===== src/rtl/player_motion_if.sv =====
// Bundle of the per-frame control inputs and registered sprite outputs of player_motion.
`default_nettype none

interface player_motion_if;
  logic       frame_tick;
  logic       left;
  logic       right;
  logic       jump;
  logic [9:0] PlayerX;
  logic [9:0] PlayerY;
  logic       moving;
  logic       playerDirection;
  logic       airborne;

  modport master (
    output frame_tick, left, right, jump,
    input  PlayerX, PlayerY, moving, playerDirection, airborne
  );

  modport slave (
    input  frame_tick, left, right, jump,
    output PlayerX, PlayerY, moving, playerDirection, airborne
  );
endinterface

`default_nettype wire


===== src/rtl/player_motion.sv =====
// Player sprite motion: horizontal run with edge saturation and a gravity jump arc,
// advancing once per frame_tick.
`default_nettype none

module player_motion #(
  parameter logic        [9:0] START_X  = 10'd64,
  parameter logic        [9:0] GROUND_Y = 10'd340,
  parameter logic        [9:0] X_MAX    = 10'd591,
  parameter logic        [9:0] SPEED_X  = 10'd2,
  parameter logic signed [5:0] JUMP_VEL = -6'sd12,
  parameter logic signed [5:0] GRAVITY  = 6'sd1,
  parameter logic signed [5:0] MAX_FALL = 6'sd8
) (
  input  logic            frame_Clk,
  input  logic            Reset,
  player_motion_if.slave  bus
);

  typedef enum logic [1:0] {
    IDLE = 2'd0,
    RUN  = 2'd1,
    AIR  = 2'd2
  } state_t;

  state_t             state_q, state_d;
  logic        [9:0]  x_q, x_d;
  logic        [9:0]  y_q, y_d;
  logic signed [5:0]  vy_q, vy_d;
  logic               moving_q, moving_d;
  logic               dir_q, dir_d;
  logic               air_q, air_d;
  logic               jprev_q, jprev_d;

  logic               w_left_int, w_right_int, w_intent, w_press;
  logic        [10:0] w_x_sum;
  logic signed [10:0] w_y_air, w_y_launch, w_ground;
  logic signed [6:0]  w_vy_inc, w_vy_max;

  always_ff @(posedge frame_Clk) begin
    if (Reset) begin
      state_q  <= IDLE;
      x_q      <= START_X;
      y_q      <= GROUND_Y;
      vy_q     <= '0;
      moving_q <= 1'b0;
      dir_q    <= 1'b0;
      air_q    <= 1'b0;
      // Treat jump as already held so a button pressed through reset must be released first.
      jprev_q  <= 1'b1;
    end else begin
      state_q  <= state_d;
      x_q      <= x_d;
      y_q      <= y_d;
      vy_q     <= vy_d;
      moving_q <= moving_d;
      dir_q    <= dir_d;
      air_q    <= air_d;
      jprev_q  <= jprev_d;
    end
  end

  always_comb begin
    state_d  = state_q;
    x_d      = x_q;
    y_d      = y_q;
    vy_d     = vy_q;
    moving_d = moving_q;
    dir_d    = dir_q;
    air_d    = air_q;
    jprev_d  = jprev_q;

    w_left_int  = bus.left & ~bus.right;
    w_right_int = bus.right & ~bus.left;
    w_intent    = w_left_int | w_right_int;
    w_press     = bus.jump & ~jprev_q;

    // Vertical arithmetic is done on 11-bit signed operands so overshoot above row 0 is visible.
    w_x_sum    = {1'b0, x_q} + {1'b0, SPEED_X};
    w_y_air    = {1'b0, y_q} + {{5{vy_q[5]}}, vy_q};
    w_y_launch = {1'b0, y_q} + {{5{JUMP_VEL[5]}}, JUMP_VEL};
    w_ground   = {1'b0, GROUND_Y};
    w_vy_inc   = {vy_q[5], vy_q} + {GRAVITY[5], GRAVITY};
    w_vy_max   = {MAX_FALL[5], MAX_FALL};

    if (bus.frame_tick) begin
      jprev_d  = bus.jump;
      moving_d = w_intent;

      if (w_left_int) begin
        dir_d = 1'b1;
        x_d   = (x_q < SPEED_X) ? 10'd0 : x_q - SPEED_X;
      end else if (w_right_int) begin
        dir_d = 1'b0;
        x_d   = (w_x_sum > {1'b0, X_MAX}) ? X_MAX : w_x_sum[9:0];
      end

      case (state_q)
        IDLE, RUN: begin
          if (w_press) begin
            state_d = AIR;
            y_d     = w_y_launch[10] ? 10'd0 : w_y_launch[9:0];
            vy_d    = JUMP_VEL + GRAVITY;
          end else begin
            state_d = w_intent ? RUN : IDLE;
            y_d     = GROUND_Y;
            vy_d    = '0;
          end
        end
        AIR: begin
          if (w_y_air >= w_ground) begin
            state_d = w_intent ? RUN : IDLE;
            y_d     = GROUND_Y;
            vy_d    = '0;
          end else if (w_y_air[10]) begin
            y_d  = 10'd0;
            vy_d = '0;
          end else begin
            y_d  = w_y_air[9:0];
            vy_d = (w_vy_inc > w_vy_max) ? MAX_FALL : w_vy_inc[5:0];
          end
        end
        default: begin
          state_d = IDLE;
          y_d     = GROUND_Y;
          vy_d    = '0;
        end
      endcase

      air_d = (state_d == AIR);
    end
  end

  assign bus.PlayerX         = x_q;
  assign bus.PlayerY         = y_q;
  assign bus.moving          = moving_q;
  assign bus.playerDirection = dir_q;
  assign bus.airborne        = air_q;

endmodule

`default_nettype wire


===== src/flat_wrapper.sv =====
// flat-port wrapper written by rule: the top's interface ports become plain ports
module player_motion_flat 
#(
  parameter logic        [9:0] START_X  = 10'd64,
  parameter logic        [9:0] GROUND_Y = 10'd340,
  parameter logic        [9:0] X_MAX    = 10'd591,
  parameter logic        [9:0] SPEED_X  = 10'd2,
  parameter logic signed [5:0] JUMP_VEL = -6'sd12,
  parameter logic signed [5:0] GRAVITY  = 6'sd1,
  parameter logic signed [5:0] MAX_FALL = 6'sd8
)
  (frame_Clk, Reset, bus_frame_tick, bus_left, bus_right, bus_jump, bus_PlayerX, bus_PlayerY, bus_moving, bus_playerDirection, bus_airborne);
  player_motion_if bus_i ();
  input  logic frame_Clk;
  input  logic Reset;
  input wire logic [$bits(bus_i.frame_tick)-1:0] bus_frame_tick;
  input wire logic [$bits(bus_i.left)-1:0] bus_left;
  input wire logic [$bits(bus_i.right)-1:0] bus_right;
  input wire logic [$bits(bus_i.jump)-1:0] bus_jump;
  output wire logic [$bits(bus_i.PlayerX)-1:0] bus_PlayerX;
  output wire logic [$bits(bus_i.PlayerY)-1:0] bus_PlayerY;
  output wire logic [$bits(bus_i.moving)-1:0] bus_moving;
  output wire logic [$bits(bus_i.playerDirection)-1:0] bus_playerDirection;
  output wire logic [$bits(bus_i.airborne)-1:0] bus_airborne;
  assign bus_i.frame_tick = bus_frame_tick;
  assign bus_i.left = bus_left;
  assign bus_i.right = bus_right;
  assign bus_i.jump = bus_jump;
  assign bus_PlayerX = bus_i.PlayerX;
  assign bus_PlayerY = bus_i.PlayerY;
  assign bus_moving = bus_i.moving;
  assign bus_playerDirection = bus_i.playerDirection;
  assign bus_airborne = bus_i.airborne;
  player_motion #(.START_X(START_X), .GROUND_Y(GROUND_Y), .X_MAX(X_MAX), .SPEED_X(SPEED_X), .JUMP_VEL(JUMP_VEL), .GRAVITY(GRAVITY), .MAX_FALL(MAX_FALL)) u_core (.frame_Clk(frame_Clk), .Reset(Reset), .bus(bus_i));
endmodule

===== config.mk =====
export PLATFORM = sky130hd
export DESIGN_NAME = player_motion_flat
export DESIGN_NICKNAME = d
export VERILOG_FILES = /design/src/rtl/player_motion_if.sv /design/src/rtl/player_motion.sv /design/src/flat_wrapper.sv
export SDC_FILE = /design/constraint.sdc
export NUM_CORES = 1
export LEC_CHECK = 0
export ABC_CLOCK_PERIOD_IN_PS = 3400
export CORE_MARGIN = 3
export CORE_UTILIZATION = 30
export CTS_BUF_LIST = sky130_fd_sc_hd__clkbuf_8
export DETAILED_ROUTE_END_ITERATION = 7
export PLACE_DENSITY = 0.58
export SYNTH_ARGS = -nofsm -noshare
export SYNTH_HDL_FRONTEND = slang
export SYNTH_SLANG_ARGS = --single-unit

===== constraint.sdc =====
create_clock -name frame_Clk -period 3.4 [get_ports frame_Clk]
set_input_delay 0.68 -clock frame_Clk [delete_from_list [all_inputs] [get_ports frame_Clk]]
set_output_delay 0.68 -clock frame_Clk [all_outputs]
set_load 0.02 [all_outputs]

# After elaboration in Yosys (flattened, before gate mapping)
# Index checks and enable logic that the tools add are counted.
[totals]
mem_bits_ro = 0
ramBits = 0
output_inout_bits = 23
reg_bits = 32
latch_bits = 0
word_cells = 52
mem_count = 0
[op_classes]
bitwise = 7
n_reduce_logical = 4
n_lt_le_gt_ge = 4
n_div = 0
shift = 0
n_eq_ne = 3
muxes = 21
addsub = 5
n_mul = 0
[op_table]
columns = ["operator", "n"]
rows = [
  ["10-bit two-way mux", 8],
  ["6-bit two-way mux", 4],
  ["10-bit one-hot mux with 2 select lines", 1],
  ["6-bit one-hot mux with 2 select lines", 1],
  ["10-bit by 11-bit adder with 11-bit output", 1],
  ["10-bit by 11-bit adder with 11-bit output (second input constant)", 1],
  ["10-bit by 2-bit adder with 11-bit output (second input constant)", 1],
  ["11-bit by 10-bit >= comparator with 1-bit output (second input constant)", 1],
  ["11-bit by 10-bit greater-than comparator with 1-bit output (second input constant)", 1],
  ["10-bit by 2-bit < comparator with 1-bit output (second input constant)", 1],
  ["10-bit by 2-bit subtractor with 10-bit output (second input constant)", 1],
  ["6-bit by 2-bit adder with 7-bit output (second input constant)", 1],
  ["7-bit by 5-bit greater-than comparator with 1-bit output (second input constant)", 1],
  ["2-bit two-way mux", 3],
  ["2-bit equality test (second input constant)", 2],
  ["2-bit one-hot mux with 2 select lines", 1],
  ["1-bit bitwise AND", 3],
  ["1-bit two-way mux", 3],
  ["1-bit NOT", 3],
  ["2-bit by 1-bit equality test with 1-bit output (second input constant)", 1],
  ["2-bit logical NOT", 1],
  ["2-bit AND reduction", 1],
  ["2-bit nonzero test", 1],
  ["2-bit OR reduction", 1],
  ["1-bit OR", 1],
]

# Depth between registers and ports, before layout
[logic_depth]
word_depth = 8
mapped_depth = 10
ltp_nobuf = 9

# Least setup slack after synthesis
# Ideal clock, no wire load.
[synth_timing]
kind = "flip-flop to flip-flop"
from = "reg u_core.y_q[0], in the netlist u_core.bus.PlayerY[0]"
to = "reg u_core.vy_q[1]"
t_required_ps = 3330
slack_ps = 600
t_arrival_ps = 2730
n_path_buf = 1
setup_time_ps = 70
path_stages_with_launch = 11
cell_sequence = "dfxtp_1 ha_1 fa_1 a21o_1 and4_4 o21a_4 o32ai_2 o211ai_2 buf_6 or3b_1 a21oi_1"
[synth_via]
elab_chain_cells = 4
elab_cells_between_ends = 5
classes_between = "add/sub: 1; order compare: 1; mux: 3"
[synth_lines]
columns = ["element", "line", "rtl"]
rows = [
  ["start: declaration", "player_motion.sv:27", "logic [9:0] y_q, y_d;"],
  ["start signal: assignment", "player_motion.sv:53", "y_q <= y_d;"],
  ["10-bit by 11-bit adder with 11-bit output (*)", "player_motion.sv:79", "w_y_air = {1'b0, y_q} + {{5{vy_q[5]}}, vy_q};"],
  ["11-bit by 10-bit >= comparator with 1-bit output / 6-bit two-way mux (equally long branches)", "player_motion.sv:110, player_motion.sv:114", ""],
  ["6-bit two-way mux (*)", "player_motion.sv:110", "if (w_y_air >= w_ground) begin"],
  ["6-bit one-hot mux with 2 select lines (*)", "player_motion.sv:97", "case (state_q)"],
  ["end signal: assignment", "player_motion.sv:54", "vy_q <= vy_d;"],
  ["end: declaration", "player_motion.sv:28", "logic signed [5:0] vy_q, vy_d;"],
]
# Mark *: on every way between the ends. The rest lies on a longest branch, timed or not.
# A chain may end at the register's enable or synchronous reset.

# Worst setup path after layout
[layout_timing]
from = "reg u_core.vy_q[5]"
to = "reg u_core.vy_q[3]"
[layout_via]
elab_chain_cells = 6
elab_cells_between_ends = 8
classes_between = "add/sub: 2; order compare: 2; mux: 4"
[layout_lines]
columns = ["element", "line", "rtl"]
rows = [
  ["6-bit by 2-bit adder with 7-bit output", "player_motion.sv:82", "w_vy_inc = {vy_q[5], vy_q} + {GRAVITY[5], GRAVITY};"],
  ["7-bit by 5-bit greater-than comparator with 1-bit output", "player_motion.sv:119", "vy_d = (w_vy_inc > w_vy_max) ? MAX_FALL : w_vy_inc[5:0];"],
  ["6-bit two-way mux", "player_motion.sv:119", ""],
  ["6-bit two-way mux", "player_motion.sv:114", "end else if (w_y_air[10]) begin"],
  ["6-bit two-way mux (*)", "player_motion.sv:110", ""],
  ["6-bit one-hot mux with 2 select lines (*)", "player_motion.sv:97", ""],
]
# Marks and branches as above.

==> metrics.yaml <==
status:
  status: "complete, no violations"
place:
  dp_hpwl_mm: 6.05
  port_buffers: 28
  place_congestion: 0.848
  preCtsSetupSlack_ns: 0.296
grt:
  grt_pass1_vias: 2762
  antenna_found_initial: 0
  grt_max_degree: 40
  grt-ovfl-total: 0
  grt.total_usage_pct: 15.1
  grt_pass1_wl_mm: 13.8
synth:
  synth_warnings: 0
  synth-edff-count: 0
  async_reset_ff_share_pct: 0
  synth_area_um2: 2890
  ys_types: 67
  ys_seq_area_share_pct: 22.1
  syn_avg_cell_area_um2: 7.64
  synth_nets: 402
  synth_seq_cells: 32
  synth_flop_cell: "dfxtp_1"
  synthCells: 379
die:
  fp.dieH_um: 104
  die_area_um2: 10900
  num_io_pins: 29
  row_count: 35
  initial_core_util_pct: 31.0
  die_w_um: 104
  core_area_um2: 9330
clock_tree:
  cts_tree: "built"
  clock_latency_ns: 0.30
  clockBufferDepth: 2
  numCtsBuffers: 5
  root_buffer: "clkbuf_8"
  ctsHoldBuffers: 0
  clock-sinks: 32
  clk_pin_slew_ns: 0.08
  cts.htree.levels: 2
  cts_resized: 0
  cts_setup_buffers: 0
worst_setup_path:
  path_cells: "ha_1 -> a21oi_1 -> nand2_1 -> o21a_4 -> o32ai_2 -> o211ai_2 -> a311o_2 -> a211oi_1"
  cp_slowest_cell: "dfxtp_1"
  cp.arrival_ns: 3.30
  crit_fanout: 17
  cp-end-kind: "flip-flop"
  startpoint_type: "flip-flop"
  cp_data_required_time_ns: 3.60
  slowest_delay_ns: 0.61
  worst-setup-path-type: "reg -> reg"
  critPathTopFamily: "compound AO/OA/AOI/OAI gates"
  cp_num_buf_inv: 0
run:
  cap_violations: 0
route:
  drt-total-wl_mm: 8.05
  drt_iter0_markers: 121
  vias: 2919
  drcViolationCount: 0
  drt-pass1-iter-count: 4
  postRouteAntennaNets: 0
  vias_per_cell: 5.52
  wl_per_cell_um: 15.2
sta:
  rsz0062_at_grt: "no"
  fin_skew_ns: 0.0156
  fin_crit_sh_pct: 91.1
  timing.fmax_mhz: 323
  layout_setup_ws_ns: 0.302
  min_period_ns: 3.10
  drv_slew: 0
  maxSlewHeadroom_pct: 52.5
  setup_viol: 0
  final_hold_viol_count: 0
  final.setup.tns_ns: 0
  worst_pin_slew_ns: 0.710
power_and_ir_drop:
  power_uw: 1080
  total_leakage_power_uw: 0.00124
  power_density_nw_per_um2: 318
  max-vdd-ir-drop_mv: 0.140
finish:
  layout.nets: 422
  n_antenna_cell: 0
  syn_to_final_growth_pct: 17.6
  nFillCells: 988
  drive_gt1_share_pct: 7.75
min_path:
  hp-class: "reg -> reg"
## worst paths after layout
| check | slack, ns | cells after the start | to | start |
|---|---|---|---|---|
| worst max-delay path | 0.30 | 8 | u_core.vy_q[3] | u_core.vy_q[5] |
| worst min-delay path | 0.47 | 2 | u_core.bus.playerDirection | u_core.bus.playerDirection |
| worst max register to register | 0.30 | 8 | u_core.vy_q[3] | u_core.vy_q[5] |
| worst min register to register | 0.47 | 2 | u_core.bus.playerDirection | u_core.bus.playerDirection |
## cells in the final DEF (no fill, tap or decap), drive strengths merged, types with 4 or more instances in the layout
cell type and instances:
a211oi 7, a21o 9, a21oi 30, a311o 6
a31oi 4, and3 4, buf 9, clkbuf 5
clkdlybuf4s50 28, dfxtp 32, ha 16, inv 14
mux2i 7, nand2 36, nand2b 11, nand3 14
nand3b 6, nor2 24, nor2b 10, nor3 13
nor3b 4, nor4 4, o211ai 4, o21ai 28
o311ai 5, o31ai 7, or3 7, xnor2 4
xor2 7
## cells in the mapped netlist, drive strengths merged, types with 9 or more instances
cell type  count  share of area [%]
nand2         36                4.7
dfxtp         32                 22
a21oi         30                5.2
o21ai         28                5.0
nor2          24                3.1
clkbuf        17                2.2
ha            16                6.9
nand3         14                2.4
inv           13                1.7
nor3          13                2.2
nand2b        11                2.4
nor2b         10                2.2
a21o           9                2.4
## worst register-to-register path, cell delays in order (launching register included)
cell and delay, ns:
dfxtp_1 0.61, ha_1 0.44, a21oi_1 0.17, nand2_1 0.14, o21a_4 0.26, o32ai_2 0.35
o211ai_2 0.35, a311o_2 0.45, a211oi_1 0.24
## metrics by stage
step / hold WS, ns / util (%) / cell area, um2 / std cells
finish: 0.472 / 36.5 / 3400 / 529
global route: 0.499 / 36.5 / 3400 / 529
CTS: 0.471 / 36.5 / 3400 / 529
detailed placement: 0.459 / 35.2 / 3290 / 521
global placement: 0.449 / 35.2 / 3290 / 521
floorplan: 0.503 / - / 2890 / 379
## cell type report
class	count	area (um2)	share of cell area [%]
repair buffers	37	348	10.2
clock inverters	3	46.3	1.36
inverters	13	48.8	1.43
clock buffers	5	68.8	2.02
well taps	129	161	4.74
flip-flops and latches	32	641	18.8
multi-input cells	310	2090	61.4
## cells by family (layout without fill, tap and decap cells)
logic type | after synthesis | after routing | share of synthesized area (%)
buf+inv | 37 | 58 | 5.71
xor+xnor | 11 | 11 | 3.33
flops | 32 | 32 | 22.1
simple gates | 147 | 147 | 26.8
fa+ha+maj | 17 | 17 | 7.61
compound gates | 128 | 128 | 32.0
mux | 7 | 7 | 2.42
## state kept, by name, summed over array words and instances, names as in the netlist
register	flops
u_core.bus.PlayerX	10
u_core.bus.PlayerY	10
u_core.vy_q	6
u_core.state_q	2
u_core.bus.airborne	1
u_core.bus.moving	1
u_core.bus.playerDirection	1
u_core.jprev_q	1
## power by group
| part | switching (uW) | internal, uW |
|---|---|---|
| clock network | 170 | 221 |
| registers | 32.0 | 392 |
| logic | 155 | 114 |
## per-layer routing
| metal | vias to the layer above | global-route usage (%) | part of all wire [%] |
|---|---|---|---|
| li1 | 1458 | - | - |
| met1 | 1390 | 19.7 | 47 |
| met2 | 57 | 25.7 | 49 |
| met3 | 14 | 2.05 | 2.3 |
| met4 | 0 | 4.65 | 1.8 |
| met5 | - | 0 | 0 |
Note: power is estimated with default switching activity, not from simulation.
